--- config.mk ---
export PLATFORM = sky130hd
export DESIGN_NAME = f1_reaction_timer
export DESIGN_NICKNAME = d
export VERILOG_FILES = /design/src/rtl/f1_reaction_timer.sv
export SDC_FILE = /design/constraint.sdc
export NUM_CORES = 1
export LEC_CHECK = 0
export ABC_CLOCK_PERIOD_IN_PS = 2300
export BUFFER_PORTS_ARGS = -buffer_cell sky130_fd_sc_hd__clkbuf_2
export CORE_ASPECT_RATIO = 1.1
export CORE_MARGIN = 2
export CORE_UTILIZATION = 50
export CTS_BUF_LIST = sky130_fd_sc_hd__clkbuf_8 sky130_fd_sc_hd__clkbuf_16
export CTS_CLUSTER_SIZE = 30
export DETAILED_ROUTE_END_ITERATION = 7
export GPL_TIMING_DRIVEN = 0
export PLACE_DENSITY = 0.72
export SETUP_SLACK_MARGIN = 0.3
export SLEW_MARGIN = 20
export SYNTH_ARGS = -nofsm -noshare
export SYNTH_HDL_FRONTEND = slang
export SYNTH_SLANG_ARGS = --single-unit
--- constraint.sdc ---
create_clock -name clk -period 2.3 [get_ports clk]
set_clock_uncertainty 0.2 [all_clocks]
set_input_delay 0.115 -clock clk [delete_from_list [all_inputs] [get_ports clk]]
set_output_delay 0.115 -clock clk [all_outputs]
set_load 0.005 [all_outputs]
--- src/rtl/f1_reaction_timer.sv ---
// ---------------------------------------------------------------------------
// f1_reaction_timer
//   Measures driver reaction time from "lights out" to the first button press,
//   in units of an external 1 ms tick strobe.
//
//   Ports
//     clk          system clock, all state updates on its rising edge
//     rst          asynchronous active-high reset
//     lights[7:0]  start-light pattern (8'hFF all on, 8'h00 all off)
//     tick         one-cycle timebase strobe, counted only while timing
//     btn          driver button level, already synchronous to clk
//     react_time   last captured reaction time (ticks), saturates at all-ones
//     valid        one-cycle pulse when react_time is updated
//     false_start  sticky: button pressed before lights out
//     timeout      sticky: counter saturated with no press
//     busy         high while armed or timing (combinational state decode)
// ---------------------------------------------------------------------------
module f1_reaction_timer #(
    parameter int CNT_W = 16
) (
    input  logic             clk,
    input  logic             rst,
    input  logic [7:0]       lights,
    input  logic             tick,
    input  logic             btn,
    output logic [CNT_W-1:0] react_time,
    output logic             valid,
    output logic             false_start,
    output logic             timeout,
    output logic             busy
);

    localparam logic [CNT_W-1:0] CNT_MAX = '1;
    localparam logic [CNT_W-1:0] CNT_ONE = CNT_W'(1);

    typedef enum logic [2:0] {
        IDLE,
        ARMED,
        TIMING,
        DONE,
        FAULT
    } state_t;

    state_t           state;
    logic [CNT_W-1:0] cnt;
    logic             btn_q;
    logic             press;

    // Rising edge of the button level; a held button never re-triggers.
    assign press = btn & ~btn_q;
    assign busy  = (state == ARMED) || (state == TIMING);

    always_ff @(posedge clk or posedge rst) begin
        if (rst) begin
            state       <= IDLE;
            cnt         <= '0;
            btn_q       <= 1'b0;
            react_time  <= '0;
            valid       <= 1'b0;
            false_start <= 1'b0;
            timeout     <= 1'b0;
        end else begin
            btn_q <= btn;
            valid <= 1'b0;
            case (state)
                IDLE: begin
                    if (lights == 8'hFF) begin
                        state       <= ARMED;
                        false_start <= 1'b0;
                        timeout     <= 1'b0;
                    end
                end
                ARMED: begin
                    // A press wins over a simultaneous lights-out.
                    if (press) begin
                        state       <= FAULT;
                        false_start <= 1'b1;
                    end else if (lights == 8'h00) begin
                        state <= TIMING;
                        cnt   <= '0;
                    end
                end
                TIMING: begin
                    if (press) begin
                        // Capture the count as it stood before this cycle's tick.
                        react_time <= cnt;
                        valid      <= 1'b1;
                        state      <= DONE;
                    end else if (cnt == CNT_MAX) begin
                        react_time <= CNT_MAX;
                        timeout    <= 1'b1;
                        valid      <= 1'b1;
                        state      <= DONE;
                    end else if (tick) begin
                        cnt <= cnt + CNT_ONE;
                    end
                end
                DONE: begin
                    state <= IDLE;
                end
                FAULT: begin
                    if (lights == 8'h00) begin
                        state <= IDLE;
                    end
                end
                default: begin
                    state <= IDLE;
                end
            endcase
        end
    end

endmodule

==> impl_results.md <==
- Synth Flop Type: dfrtp_1
- Hold Path Stages: 6
- Synth area leaders: dfrtp_1 50%, o22a_2 7.2%, o21ai_0 4.6%, nand4_1 4.2%, nand2_1 2.9%
- Sw frac: 21.4%
- Grt total ovfl: 0
- H-Tree Depth: 2
- Max FO, Critical Path: 10
- Comb power frac: 5.9%
- Number of global-route vias before repair: 1672
- Post-synthesis simple-gate area fraction: 21.6%
- Sink Count: 39
- Iter 0 DRT Violations: 86
- CTS Buffer Depth: 2
- Max_cap viols: 0
- Setup TNS Final: 0 ns
- DRC: 0
- Worst Path Required: 2.31 ns
- Clk slew on worst S/H paths: 0.08 ns
- Startpoint Class: flop
- RSZ-0062 raised after global routing: yes
- Max frequency: 0.523 GHz
- I/O Buffers: 31
- Register bit total from synthesis: 39
- Post-synthesis compound-gate area fraction: 23.1%
- Die Wd: 63.5 um
- VDD IR max: 0.526 mV
- Status: finished, final reports clean
- Via-to-Cell Ratio: 5.97
- Xor and xnor area share after synthesis: 0%
- Reg2Reg Setup Slack: 0.39 ns
- Inst Count DP: 277
- Synth-to-layout area growth: 26.1%
- Most frequent cells in the layout: 37 x dfrtp_1, 32 x clkbuf_2, 17 x o21ai_0
- Combinational family with the most area after synthesis: compound AO/OA/AOI/OAI gates
- Core area: 3680 sq um
- CTS tree: done
- Synthesized cell area: 1950 sq um
- FP Rows: 23
- Commonest non-fill, non-tap cell in the layout: dfrtp_1
- Worst-Skew Late Latency: 0.30 ns
- Share of cells above drive strength 1: 36.4%
- Average wire per standard cell: 15.6 um
- Post-route insts no fill: 297
- Post-synth cell types: 39
- Num CTS Buffers: 5
- DIE HEIGHT: 69.5 um
- Ys async rst share: 100%
- Vias: 1774
- CP Class: reg -> reg
- Post-synth EDFFs: 0
- Initial core utilization: 52.9%
- Post-Route WL: 4.65 mm
- Crit path time final: 1.91 ns
- Leak: 1.01 nW
- Reg2reg path depth: 6
- Sequential Power Share: 53.1%
- Worst rel slew slack: 73.7%
- Pint: 0.00105 W
- Clock root cell: clkbuf_8
- Synth warn: 0
- Final Hold Violating Endpoints: 0
- Diode count: 0
- Pin count of the biggest net entering global routing: 24
- GPL Wtd Cong: 0.850
- Post-Syn Nets: 208
- Adder-Cell Fraction of Synth Area: 0.642%
- Sequential area share after synthesis: 50.1%
- Synth Instances: 195
- Initial antenna violation count: 0
- Global-route wire length before repair: 7.81 mm
- Worst-Margin Slew: 0.394 ns
- Critical Path AT: 1.92 ns
- PwrDens: 543 nW/um^2
- Final max-slew violation count: 0
- Mux share of post-synthesis cell area: 0%
- Final period utilization: 83.1%
- Hold/Removal Path Class: in -> reg
- Net load switching power: 0.000285 W
- Yosys top cell area share: 50.1%
- Element type at the critical path end: flop
- Final setup viols: 0
- Tot GR Track Use: 22.6%
- Die area: 4410 sq um
- Routed Antenna Nets: 0
- # IOs: 32
- Synth area leader: dfrtp_1
- Router iterations before antenna repair: 4
- Clock power frac: 41.0%
- Mapped Avg Cell Area: 9.99 sq um
- # nets final: 260
- DP HPWL: 3.27 mm
power groups by stage:
stage / logic [W] / registers (W) / clock network (W)
5_1_grt: 0.0000899 / 0.000710 / 0.000590
6_report: 0.0000789 / 0.000709 / 0.000547
2_1_floorplan: 0.0000399 / 0.000720 / 0
3_3_place_gp: 0.0000674 / 0.000721 / 0
3_5_place_dp: 0.0000746 / 0.000721 / 0
4_1_cts: 0.0000785 / 0.000708 / 0.000563
per-stage QoR:
step                area, sq um  setup slack [ns]  hold WS [ns]  utilization [%]  power (W)
finish                     2460             0.388        0.0117             66.7    0.00133
CTS                        2380             0.303        0.0144             64.7    0.00135
global placement           2170             0.204        0.0532             58.8   0.000788
global route               2460             0.230        0.0339             66.7    0.00139
detailed placement         2190             0.197       -0.0930             59.5   0.000796
floorplan                  1950             0.443       -0.0536                -   0.000759
final cells by class:
type	count	area, sq um
Sequential cell	39	978
Multi-Input combinational cell	139	915
Inverter	6	22.5
Clock inverter	2	37.5
Tap cell	50	62.6
Timing Repair Buffer	45	300
Fill cell	316	1230
Clock buffer	5	68.8
Buffer	11	71.3
timing repair:
item,4_1_cts,5_1_grt
setup buffers,5,5
endpoints found under the hold margin,41,0
hold buffers,3,0
gates resized for setup,1,13
setup endpoints to repair,21,31
pin swaps,2,4
cells by family after synthesis:
group           after synthesis
compound gates               66
fa+ha+maj                     1
buf+inv                      17
flops                        39
simple gates                 72
routing by layer:
metal	track usage (%)	vias up	routed length [um]
met5	0	-	0
met4	8.94	0	97
met3	5.03	10	265
met2	36.1	63	2340
met1	29.7	855	1940
li1	-	846	-
path summary, 6_finish.rpt:
kind                           startpoint        endpoint
hold / removal                  lights[5]     false_start
setup / recovery                 state[2]         cnt[15]
setup reg to reg                 state[2]         cnt[15]
hold reg to reg            react_time[10]  react_time[10]
max in group asynchronous             rst          cnt[0]
min in group asynchronous             rst     false_start
synthesized netlist by cell type (all sizes together) (6+ instances only):
| cell | number |
|---|---|
| a31oi | 6 |
| a21oi | 10 |
| nand4 | 14 |
| nand3 | 10 |
| nor2 | 12 |
| o22a | 16 |
| inv | 6 |
| dfrtp | 39 |
| buf | 9 |
| nand2 | 15 |
| o21ai | 26 |
flip-flops by register name (all words and copies together) (netlist names):
signal,cells
btn_q,1
cnt,16
false_start,1
react_time,16
state,3
timeout,1
valid,1
worst max-delay path, cell delays in order (launching register included):
cell     delay (ns)
dfrtp_1        0.36
buf_2          0.18
nor3b_4        0.28
and3_1         0.26
buf_2          0.26
nand4_1        0.10
o21ai_0        0.18
Note: power is estimated with default switching activity, not from simulation.
